<file path="src/rtl/counter_nbit_updown.sv">
// counter_nbit_updown: modulo-MODULUS up/down counter with parallel load, terminal count and wrap pulse.
// Optional macro COUNTER_SATURATE_EN: hold at the range ends instead of wrapping; wrap then never asserts.
module counter_nbit_updown #(
   parameter int unsigned     WIDTH   = 4,
   parameter longint unsigned MODULUS = 16
) (
   input  logic             clk,
   input  logic             rst,
   input  logic             en,
   input  logic             up_dn,
   input  logic             load,
   input  logic [WIDTH-1:0] load_val,
   output logic [WIDTH-1:0] counter,
   output logic             tc,
   output logic             wrap
);

   // MODULUS may equal 2^WIDTH, so the load bound is compared one bit wider.
   localparam logic [WIDTH-1:0] MAX_C  = WIDTH'(MODULUS - 64'd1);
   localparam logic [WIDTH:0]   MOD_X  = (WIDTH+1)'(MODULUS);
   localparam logic [WIDTH-1:0] ZERO_C = {WIDTH{1'b0}};
   localparam logic [WIDTH-1:0] ONE_C  = {{(WIDTH-1){1'b0}}, 1'b1};

   function automatic logic [WIDTH-1:0] clamp_load(input logic [WIDTH-1:0] v);
      logic [WIDTH-1:0] r;
      if ({1'b0, v} >= MOD_X) begin
         r = MAX_C;
      end else begin
         r = v;
      end
      return r;
   endfunction

   logic [WIDTH-1:0] counter_r;
   logic [WIDTH-1:0] counter_nxt_s;
   logic             wrap_r;
   logic             wrap_nxt_s;
   logic             at_max_s;
   logic             at_zero_s;
   logic             tc_s;

   // Terminal-count detection for the current direction.
   always_comb begin
      at_max_s  = (counter_r == MAX_C);
      at_zero_s = (counter_r == ZERO_C);
      if (up_dn) begin
         tc_s = at_max_s;
      end else begin
         tc_s = at_zero_s;
      end
   end

   // Next count: load beats enable; end-of-range behaviour depends on build mode.
   always_comb begin
      counter_nxt_s = counter_r;
      wrap_nxt_s    = 1'b0;
      if (load) begin
         counter_nxt_s = clamp_load(load_val);
      end else if (en) begin
         if (up_dn) begin
            if (at_max_s) begin
`ifdef COUNTER_SATURATE_EN
               counter_nxt_s = MAX_C;
`else
               counter_nxt_s = ZERO_C;
               wrap_nxt_s    = 1'b1;
`endif
            end else begin
               counter_nxt_s = counter_r + ONE_C;
            end
         end else begin
            if (at_zero_s) begin
`ifdef COUNTER_SATURATE_EN
               counter_nxt_s = ZERO_C;
`else
               counter_nxt_s = MAX_C;
               wrap_nxt_s    = 1'b1;
`endif
            end else begin
               counter_nxt_s = counter_r - ONE_C;
            end
         end
      end else begin
         counter_nxt_s = counter_r;
      end
   end

   // State register with synchronous reset overriding load and enable.
   always_ff @(posedge clk) begin
      if (rst) begin
         counter_r <= ZERO_C;
         wrap_r    <= 1'b0;
      end else begin
         counter_r <= counter_nxt_s;
         wrap_r    <= wrap_nxt_s;
      end
   end

   assign counter = counter_r;
   assign wrap    = wrap_r;
   assign tc      = tc_s;

endmodule

</file>
<file path="config.mk">
export PLATFORM = sky130hd
export DESIGN_NAME = counter_nbit_updown
export DESIGN_NICKNAME = d
export VERILOG_FILES = /design/src/rtl/counter_nbit_updown.sv
export SDC_FILE = /design/constraint.sdc
export NUM_CORES = 1
export LEC_CHECK = 0
export CORE_AREA = 2 2 39 41
export CTS_BUF_LIST = sky130_fd_sc_hd__clkbuf_2
export CTS_CLUSTER_DIAMETER = 40
export CTS_CLUSTER_SIZE = 8
export DETAILED_ROUTE_END_ITERATION = 8
export DIE_AREA = 0 0 41 43
export PLACE_DENSITY = 0.51
export SYNTH_ARGS = -nofsm -noshare
export SYNTH_HDL_FRONTEND = slang
export SYNTH_SLANG_ARGS = --single-unit
export TNS_END_PERCENT = 30
</file>
<file path="constraint.sdc">
create_clock -name clk -period 1.8 [get_ports clk]
set_input_delay 0.18 -clock clk [delete_from_list [all_inputs] [get_ports clk]]
set_output_delay 0.18 -clock clk [all_outputs]
set_load 0.01 [all_outputs]
</file>
==> run summary, run 1 <==
Post-synthesis cell count - 43
Most frequent cells in the layout - 13 x clkdlybuf4s50_1, 8 x buf_4, 5 x inv_1, 5 x clkbuf_2, 5 x dfxtp_1
Status - complete, no violations
Setup bufs post-CTS - 0
Die Height - 43 um
FF-to-FF Start - counter[0]
Multi-input gate area - 223 um^2
Post-route ant nets - 0
Core Area - 1380 um^2
Syn nets - 54
Minimum clock period after layout - 1.64 ns
Detailed placer's ending HPWL - 742 um
DR vias - 395
H-Tree Depth - 1
# fillers - 148
Endpoints failing setup - 0
Die Wd - 41 um
RD Place Congestion - 0.761
# rows - 14
Total of max-cap violations - 0
Synth warnings - 0
CTS root buffer - clkbuf_2
Clock transition at path regs - 0.06 ns
Vias in the first global route - 354
WP data required - 1.62 ns
Worst Setup End Kind - output port
Worst reg-to-reg setup slack - 0.29 ns
Final net count - 81
Num ports - 15
Type of origin of the critical path - flip-flop
Register area - 100 um^2
Clock sink count - 5
Port buffer count - 14
Final period util - 91.0%
Leakage - 0.244 nW
Worst-path fanout max - 2
Asr flop ratio synth - 0%
Area of the die - 1760 um^2
Worst-Margin Slew - 0.254 ns
Drt total wl - 896 um
TritonCTS buffer count - 3
Most common cell after layout, fill and taps aside - clkdlybuf4s50_1
Syn Std Cell Area - 342 um^2
Starting Density - 24.7%
Drt initial violations - 8
Pin count of the biggest net entering global routing - 10
Number of synthesized register bits - 5
Seq/Total Area, Yosys - 29.3%
RSZ-0062 raised after global routing - no
Worst Path Arrival - 1.46 ns
Post-synth top flop - dfxtp_1
Mapped Avg Cell Area - 7.94 um^2
Reg2Reg Depth - 7
CP endpoint - tc
CTS tree - built
CTS Buffer Depth - 2
ANT cells - 0
Tot Pwr - 0.000355 W
Critical path origin - counter[0]
Hold Path Class - in2reg
DR pass1 iterations - 4
Power per cell area - 615 nW/um^2
Via-to-Cell Ratio - 4.65
Final Hold Fails - 0
Fraction of layout instances using a drive strength above 1 - 21.7%
Global-route wire length before repair - 1580 um
Area added between synthesis and finish - 68.9%
EDFF count, synth - 0
Setup Skew - 0.000631 ns
Clk_lat worst skew - 0.21 ns
Slew margin rel. - 83.0%
Global route overflow - 0
Worst setup path category - reg2out
GRT Total Usage - 13.4%
Post-layout util - 41.7%
Synth unique cells - 22
Hold buffer count at CTS - 0
Worst-case vdd ir drop - 0.273 mV
Max Freq - 611 MHz
Min-delay src - load_val[0]
WL/cell - 10.5 um
Initial antenna violation count - 0
DRC errors left - 0
Fin. max-slew vios - 0
Worst flop-to-flop path endpoint - counter[0]
stage by stage:
stage	TNS (ns)	std cells	worst slack (ns)	instance area [um^2]	hold slack, ns
finish	0	85	0.163	577	0.520
global route	0	85	0.0433	577	0.540
CTS	0	85	0.0177	581	0.508
detailed placement	-0.143	81	-0.143	562	0.719
global placement	-0.106	81	-0.106	562	0.707
floorplan	0	43	0.250	342	0.249
worst max-delay path: stages (launching register included):
cell,delay (ns)
dfxtp_1,0.31
inv_1,0.07
ha_1,0.17
or3b_1,0.37
o21ai_1,0.17
clkbuf_2,0.16
Yosys cell counts (all sizes together) (2+ instances only):
cell type | instances | area, um^2
dfxtp | 5 | 100
inv | 5 | 18.8
a21oi | 4 | 20.0
o21ai | 4 | 20.0
nand2 | 3 | 11.3
nor2 | 3 | 11.3
a211oi | 2 | 15.0
ha | 2 | 25.0
xnor2 | 2 | 17.5
worst min-delay path by stage:
stage	end	cells after the start
floorplan	counter[0]	1
global placement	counter[1]	3
detailed placement	counter[1]	3
CTS	counter[0]	3
global route	counter[0]	3
finish	counter[0]	3
state kept, by name, summed over array words and instances, names as in the netlist:
signal   flops
counter      4
wrap         1
area by class of cell:
cell class	instances	area share (%)
multi-input cells	33	38.6
repair buffers	22	33.8
flip-flops and latches	5	17.4
clock buffers	4	3.47
well taps	16	3.47
inverters	5	3.25
what timing repair did:
item                       in CTS  in global routing
hold endpoints to repair        0                  0
gates resized for setup         2                  2
setup endpoints to repair       1                  1
per-layer routing:
layer / GRT usage (%) / part of all wire, % / vias up / wire (um)
met4: 8.00 / 0 / 0 / 0
met5: 0 / 0 / - / 0
met1: 21.1 / 52 / 175 / 463
li1: - / - / 209 / -
met3: 3.14 / 5.1 / 0 / 46
met2: 15.6 / 43 / 11 / 386
logic make-up (layout without fill, tap and decap cells):
family          Yosys count  after routing  synth area share, %
buf+inv                   5             31                 5.50
compound gates           14             14                 26.0
flops                     5              5                 29.3
fa+ha+maj                 2              2                 7.32
mux                       2              2                 6.23
xor+xnor                  2              2                 5.13
simple gates             13             13                 20.5
power by group:
group	total (W)	internal [W]	switching, W	leakage (nW)
combinational	0.000126	0.0000732	0.0000528	0.186
clock	0.000103	0.0000588	0.0000445	0.0166
sequential	0.000126	0.000119	0.00000684	0.0414
Power figures use the tool's default switching activity.
==> run 2: changes to the inputs <==
- PLACE_DENSITY: 0.51 -> unset
- PLACE_DENSITY_LB_ADDON: unset -> 0.25
==> run summary, run 2 (synthesis results as in run 1) <==
WL/cell - 9.85 um (-6.6%)
Drt total wl - 827 um (-7.7%)
Most common cell after layout, fill and taps aside - clkdlybuf4s50_1
Clock power share - 29.3% (+0.2 points)
Worst Path Arrival - 1.44 ns (-0.02 ns)
Area of the die - 1760 um^2 (unchanged)
Global route overflow - 0 (unchanged)
Clock transition at path regs - 0.06 ns (about the same)
Status - complete, no violations
Worst-case vdd ir drop - 0.221 mV (-19%)
DR pass1 iterations - 2 (-2)
Leakage - 0.238 nW (-2.2%)
Fin area - 569 um^2 (-1.3%)
Vias in the first global route - 337 (-4.8%)
Global-route wire length before repair - 1450 um (-8.3%)
Setup bufs post-CTS - 0 (unchanged)
Net Sw Power - 0.000103 W (-1.3%)
Power per cell area - 621 nW/um^2 (+0.87%)
Detailed placer's ending HPWL - 678 um (-8.7%)
Total of max-cap violations - 0 (unchanged)
Num ports - 15 (unchanged)
Via-to-Cell Ratio - 4.56 (-1.9%)
# fillers - 152 (+2.7%)
CTS tree - built
Port buffer count - 14 (unchanged)
WP data required - 1.62 ns (about the same)
H-Tree Depth - 1 (unchanged)
Fin. max-slew vios - 0 (unchanged)
RD Place Congestion - 0.823 (+8.2%)
Final Hold Fails - 0 (unchanged)
Final net count - 80 (-1.2%)
DRC errors left - 0 (unchanged)
Clock sink count - 5 (unchanged)
Setup Skew - 0.00503 ns (+0.00440 ns)
Type of origin of the critical path - flip-flop
Fraction of layout instances using a drive strength above 1 - 20.6% (-1.2 points)
Most frequent cells in the layout - 13 x clkdlybuf4s50_1, 7 x buf_4, 5 x inv_1, 5 x clkbuf_2, 5 x dfxtp_1
Net Sw Frac - 29.1% (-0.26 points)
Worst setup path category - reg2out
Die Height - 43 um (unchanged)
Die Wd - 41 um (unchanged)
Final worst slack - 0.175 ns (+0.0125 ns)
Endpoints failing setup - 0 (unchanged)
CTS Buffer Depth - 2 (unchanged)
Max Freq - 615 MHz (+0.77%)
Largest register FFs - 4 (unchanged)
Tot Pwr - 0.000353 W (-0.44%)
CTS root buffer - clkbuf_2
DR vias - 383 (-3.0%)
Hold Path Class - in2reg
Worst-Margin Slew - 0.258 ns (+0.00416 ns)
Post-route ant nets - 0 (unchanged)
TritonCTS buffer count - 3 (unchanged)
Flop pwr share - 35.4% (about the same)
Starting Density - 24.7% (unchanged)
Drt initial violations - 6 (-2)
Hold Slack - 0.525 ns (+0.00511 ns)
Core Area - 1380 um^2 (unchanged)
Area added between synthesis and finish - 66.7%
Placed Area - 554 um^2 (-1.3%)
Dpl ws - -0.148 ns (-0.00541 ns)
Final period util - 90.3% (-0.70 points)
GRT Total Usage - 12.3% (-1.1 points)
Worst Setup End Kind - output port
RSZ-0062 raised after global routing - no
# rows - 14 (unchanged)
ANT cells - 0 (unchanged)
Minimum clock period after layout - 1.62 ns (-0.0125 ns)
P_int - 0.000251 W (about the same)
Initial antenna violation count - 0 (unchanged)
Worst-path fanout max - 2 (unchanged)
Slew margin rel. - 82.7% (-0.28 points)
Clk_lat worst skew - 0.21 ns (about the same)
Comb pwr share - 35.3% (-0.2 points)
Pin count of the biggest net entering global routing - 10 (unchanged)
[run 2: cell count changes in the layout (fill, tap and decap cells not counted), sizes merged]
cell / previous run / this run
buf: 8 / 7
[run 2: worst max-delay path, cell delays in order, from the launching register on]
cell	delay [ns]
dfxtp_1	0.31
inv_1	0.07
ha_1	0.17
or3b_1	0.36
o21ai_1	0.16
clkbuf_2	0.16
[run 2: power by group through the flow]
stage | registers, W | logic, W | clock network (W)
floorplan | 0.000134 | 0.0000492 | 0
detailed placement | 0.000127 | 0.000126 | 0
global placement | 0.000128 | 0.000127 | 0
finish | 0.000125 | 0.000125 | 0.000103
CTS | 0.000125 | 0.000126 | 0.000112
global route | 0.000126 | 0.000139 | 0.000120
[run 2: what timing repair did]
action / 4_1_cts / 5_1_grt
hold buffers: 0 / 0
resized for setup: 2 / 2
setup endpoints to repair: 1 / 1
[run 2: layout make-up]
cell class / count / area (um^2) / share of cell area, %
clock buffer: 4 / 20.0 / 3.52
inverter: 5 / 18.8 / 3.30
multi-input combinational: 33 / 223 / 39.1
sequential: 5 / 100 / 17.6
tap: 16 / 20.0 / 3.52
timing repair buffer: 21 / 188 / 33.0
[run 2: metal layers]
metal | vias up | global-route usage (%) | share of wire, %
met2 | 12 | 15.3 | 41
met4 | 0 | 4.00 | 0
met3 | 0 | 7.85 | 7.5
li1 | 209 | - | -
met1 | 162 | 16.9 | 51
met5 | - | 0 | 0
[run 2: worst paths after layout]
check	from	endpoint	slack (ns)	cells after the start
min reg2reg	counter[2]	wrap	0.69	3
min	load_val[0]	counter[0]	0.53	3
max	counter[0]	tc	0.18	5
max reg2reg	counter[0]	counter[2]	0.38	7
[run 2: through the flow]
stage / TNS [ns] / instances / util, %
global route: 0 / 84 / 41.1
CTS: 0 / 84 / 41.4
floorplan: 0 / 43 / -
global placement: -0.121 / 80 / 40.1
detailed placement: -0.148 / 80 / 40.1
finish: 0 / 84 / 41.1
